## config.mk

```make
export PLATFORM = sky130hd
export DESIGN_NAME = message_assembler
export DESIGN_NICKNAME = d
export VERILOG_FILES = /design/src/rtl/message_assembler.sv
export SDC_FILE = /design/constraint.sdc
export NUM_CORES = 2
export LEC_CHECK = 0
export ABC_AREA = 1
export BUFFER_PORTS_ARGS = -buffer_cell sky130_fd_sc_hd__buf_4
export CAP_MARGIN = 20
export CORE_ASPECT_RATIO = 1.2
export CORE_UTILIZATION = 45
export CTS_CLUSTER_DIAMETER = 60
export DETAILED_ROUTE_END_ITERATION = 10
export GPL_ROUTABILITY_DRIVEN = 0
export PLACE_DENSITY = 0.65
export SYNTH_ARGS = -nofsm -noshare
export SYNTH_HDL_FRONTEND = slang
export SYNTH_SLANG_ARGS = --single-unit
export TNS_END_PERCENT = 1
```

## constraint.sdc

```tcl
create_clock -name clk -period 2.55 [get_ports clk]
set_clock_uncertainty 0.15 [all_clocks]
set_input_delay 0.51 -clock clk [delete_from_list [all_inputs] [get_ports clk]]
set_output_delay 0.51 -clock clk [all_outputs]
set_load 0.02 [all_outputs]
```

## src/rtl/message_assembler.sv

```systemverilog
// Receive-side frame assembler: packs WORDS input words MSB-first into one message,
// stamps it with the local receive time and hands it to the verifier with a start strobe.
module message_assembler #(
  parameter int unsigned WORD_W  = 32,
  parameter int unsigned WORDS   = 16,
  parameter int unsigned TIMEOUT = 1024
) (
  input  logic                      clk,
  input  logic                      reset,
  input  logic [WORD_W-1:0]         in_word,
  input  logic                      in_valid,
  input  logic                      in_last,
  output logic                      in_ready,
  output logic [WORD_W*WORDS-1:0]   message,
  output logic [31:0]               timestamp,
  output logic                      start,
  output logic                      busy,
  output logic                      frame_error
);

  localparam int unsigned MSG_W = WORD_W * WORDS;
  localparam int unsigned CNT_W = $clog2(WORDS + 1);
  localparam int unsigned TO_W  = $clog2(TIMEOUT + 1);

  typedef enum logic [1:0] {IDLE, COLLECT, EMIT, DRAIN} state_t;

  state_t             state;
  logic [MSG_W-1:0]   buffer;
  logic [CNT_W-1:0]   count;
  logic [TO_W-1:0]    to_cnt;
  logic [31:0]        time_cnt;
  logic [31:0]        ts_hold;

  logic accept;
  logic last_slot;
  logic timed_out;

  assign accept    = in_valid & in_ready;
  assign last_slot = (count == CNT_W'(WORDS - 1));
  assign timed_out = (to_cnt == TO_W'(TIMEOUT - 1));

  // Buffer shifts left so that the first word of a complete frame ends up in the top slot.
  always_ff @(posedge clk) begin
    if (reset) begin
      state       <= IDLE;
      buffer      <= '0;
      count       <= '0;
      to_cnt      <= '0;
      time_cnt    <= '0;
      ts_hold     <= '0;
      in_ready    <= 1'b0;
      message     <= '0;
      timestamp   <= '0;
      start       <= 1'b0;
      busy        <= 1'b0;
      frame_error <= 1'b0;
    end else begin
      time_cnt    <= time_cnt + 32'd1;
      start       <= 1'b0;
      frame_error <= 1'b0;
      in_ready    <= 1'b1;
      case (state)
        IDLE: begin
          if (accept) begin
            buffer <= {buffer[MSG_W-WORD_W-1:0], in_word};
            to_cnt <= '0;
            if (in_last) begin
              frame_error <= 1'b1;
              count       <= '0;
            end else begin
              count <= CNT_W'(1);
              state <= COLLECT;
              busy  <= 1'b1;
            end
          end
        end
        COLLECT: begin
          if (accept) begin
            buffer <= {buffer[MSG_W-WORD_W-1:0], in_word};
            to_cnt <= '0;
            count  <= count + CNT_W'(1);
            if (last_slot) begin
              if (in_last) begin
                state    <= EMIT;
                ts_hold  <= time_cnt;
                in_ready <= 1'b0;
                busy     <= 1'b0;
              end else begin
                state <= DRAIN;
              end
            end else if (in_last) begin
              frame_error <= 1'b1;
              state       <= IDLE;
              busy        <= 1'b0;
              count       <= '0;
            end
          end else if (timed_out) begin
            frame_error <= 1'b1;
            state       <= IDLE;
            busy        <= 1'b0;
            count       <= '0;
            to_cnt      <= '0;
          end else begin
            to_cnt <= to_cnt + TO_W'(1);
          end
        end
        EMIT: begin
          message   <= buffer;
          timestamp <= ts_hold;
          start     <= 1'b1;
          count     <= '0;
          state     <= IDLE;
        end
        DRAIN: begin
          if (accept) begin
            to_cnt <= '0;
            if (in_last) begin
              frame_error <= 1'b1;
              state       <= IDLE;
              busy        <= 1'b0;
              count       <= '0;
            end
          end else if (timed_out) begin
            frame_error <= 1'b1;
            state       <= IDLE;
            busy        <= 1'b0;
            count       <= '0;
            to_cnt      <= '0;
          end else begin
            to_cnt <= to_cnt + TO_W'(1);
          end
        end
        default: state <= IDLE;
      endcase
    end
  end

endmodule

```

==> reports/qor.csv <==
metric,value,unit
max_cap_violations,0,
post-synth-top-count-cell,dfxtp_1,
postCtsSetupRepairBufs,0,
clk_path_buf_depth,3,
path_cells,inv_2 > nor2_1 > inv_8 > nor2_4 > buf_12 > buf_12 > nand2_1 > nand2_1,
finalSetupTns,0,ns
synth.ff_latch_count,1142,
yosys_most_used_dff,dfxtp_1,
max_freq,0.470,GHz
path_clk_slew,0.06,ns
cts.sinks,1142,
grt_usage,0.263,
ctsResizeCount,0,
syn_area,39600,um^2
grt_overflow,0,
core_area,86800,um^2
dp_hpwl,82.9,mm
cts-root-buf,clkbuf_16,
layout-drive-gt1-share,0.158,
synth_area_per_cell,7.85,um^2
crit_fanout,86,
wl,121,mm
path_class,reg2reg,
setup_viol,0,
worstPathArrival,2.59,ns
synth_common_cells,"dfxtp_1, nand2_1, nor2_1",
grt_pass1_vias,31700,
numPortBuffers,583,
ys_seq_area_frac,0.577,
netlist_instances,5044,
dieWidth,273,um
route.vias.total,34700,
vias_per_cell,5.15,
io_pins,584,
post_drt_wl_per_cell,18.0,um
internal_power,29000,uW
drtIter0Drc,3050,
synth_warnings,0,
synth_top_area_share,0.577,
grt_pass1_wl,185,mm
async_flop_share,0,
yosys.area.top_type,dfxtp_1,
p_sw_frac,0.229,
antenna_found_initial,0,
dr.pass1.iters,6,
worst_setup_path_start_kind,flip-flop,
drv_slew,0,
die_y,327,um
fin_crit_sh,0.834,
final_util,0.569,
grt_max_degree,166,
die_area,89200,um^2
worstHoldPathType,in2reg,
cpLargestDelayFamily,simple AND/OR/NAND/NOR gates,
leakagePower,0.0232,uW
final_hold_viol_count,0,
cts_tree,done,
ant_nets,0,
p_clk_frac,0.458,
final_nets,5545,
num_rows,118,
outcome,"complete, no violations",
power_frac_comb,0.042,
min_period,2.13,ns
seqPwrFrac,0.500,
syn_nets,5084,
ir_drop,0.574,mV
crit_path_end_kind,flip-flop,
slowest_stage,dfxtp_1,
netSwitchingPower,8590,uW
area_delta_synth_final,24.6,%
hold_ws,0.101,ns
synth_edf_count,0,
cp_num_buf_inv,4,
clock_latency,0.68,ns
p_per_area,762,nW/um^2
crit_path_max_incr_delay,0.49,ns
cts_buffers,110,
tightest_slew,0.852,ns
netlist_top_cells_area,"dfxtp_1, nand2_1, nor2_1, o21ai_0, nand3_1",
initial_core_util,0.456,
crit_required,3.01,ns
rsz0062_at_grt,no,
synth_cell_type_count,31,
drc_errors,0,
cts_max_level,3,
slew_headroom,0.432,
area by class of cell:
| cell class | count | area [um^2] |
|---|---|---|
| clock inverter | 57 | 754 |
| fill | 8035 | 37500 |
| multi-input combinational | 3426 | 14700 |
| clock buffer | 146 | 3070 |
| inverter | 111 | 439 |
| timing repair buffer | 714 | 6100 |
| antenna | 1 | 2.50 |
| tap | 1140 | 1430 |
| sequential | 1142 | 22900 |
cells in the final DEF (no fill, tap or decap), types with 3 or more instances in the layout:
cell type,n
clkinv_2,28
xnor2_1,3
clkinvlp_4,4
inv_8,4
nand2_1,1092
inv_2,5
buf_12,53
o21ai_0,590
dlygate4sd3_1,32
a21oi_1,139
inv_6,5
clkinv_8,3
bufinv_16,16
o21ai_1,21
nand3_1,565
clkbuf_8,16
dfxtp_1,1142
inv_1,103
nand3b_1,12
xor2_1,5
nor3_1,4
nand4_1,3
clkbuf_1,19
nor2_1,972
ha_1,4
buf_4,629
clkbuf_16,111
worst min-delay path, stage by stage:
cell	delay, ns
buf_4	0.13
o311ai_0	0.13
nand2_1	0.07
inv_1	0.03
worst paths after layout:
path	end	from	slack (ns)	depth (start not counted)
max reg2reg	message[181]	state[1]	0.42	8
min	state[0]	in_last	0.10	4
min reg2reg	message[507]	buffer[507]	0.29	2
max	message[181]	state[1]	0.42	8
power by group through the flow:
| stage | Sequential, uW | Clock, uW | Combinational, uW |
|---|---|---|---|
| floorplan | 19000 | 0 | 1000 |
| global placement | 19200 | 0 | 1500 |
| detailed placement | 19200 | 0 | 1520 |
| CTS | 18800 | 17400 | 1570 |
| global route | 18900 | 18200 | 1760 |
| finish | 18800 | 17200 | 1570 |
routing by layer:
metal	share of wire	routed length, um	global-route usage
met5	0	0	0
met4	0.048	5800	0.128
met3	0.059	7220	0.0382
met2	0.46	55400	0.415
met1	0.44	53000	0.351
registers in the layout, indices dropped and copies added (netlist names):
signal / count
buffer: 512
message: 512
time_cnt: 32
timestamp: 32
ts_hold: 32
to_cnt: 11
count: 5
state: 2
busy: 1
frame_error: 1
in_ready: 1
start: 1
kinds of logic after synthesis:
logic type,synth area share
simple gates,0.272
compound gates,0.0961
fa+ha+maj,0.00126
buf+inv,0.0520
flops,0.577
xor+xnor,0.00177
timing repair:
item	4_1_cts	5_1_grt
hold buffers	32	0
endpoints found under the setup margin	0	0
endpoints found under the hold margin	32	0
metrics by stage:
step / cell area (um^2) / power (uW) / setup slack [ns] / std cells
finish: 49400 / 37600 / 0.424 / 6737
floorplan: 39600 / 20000 / 0.799 / 5044
detailed placement: 45200 / 20700 / 0.402 / 6501
global route: 49400 / 38800 / 0.257 / 6736
global placement: 45200 / 20700 / 0.419 / 6501
CTS: 49400 / 37800 / 0.386 / 6736
Note: power is estimated with default switching activity, not from simulation.
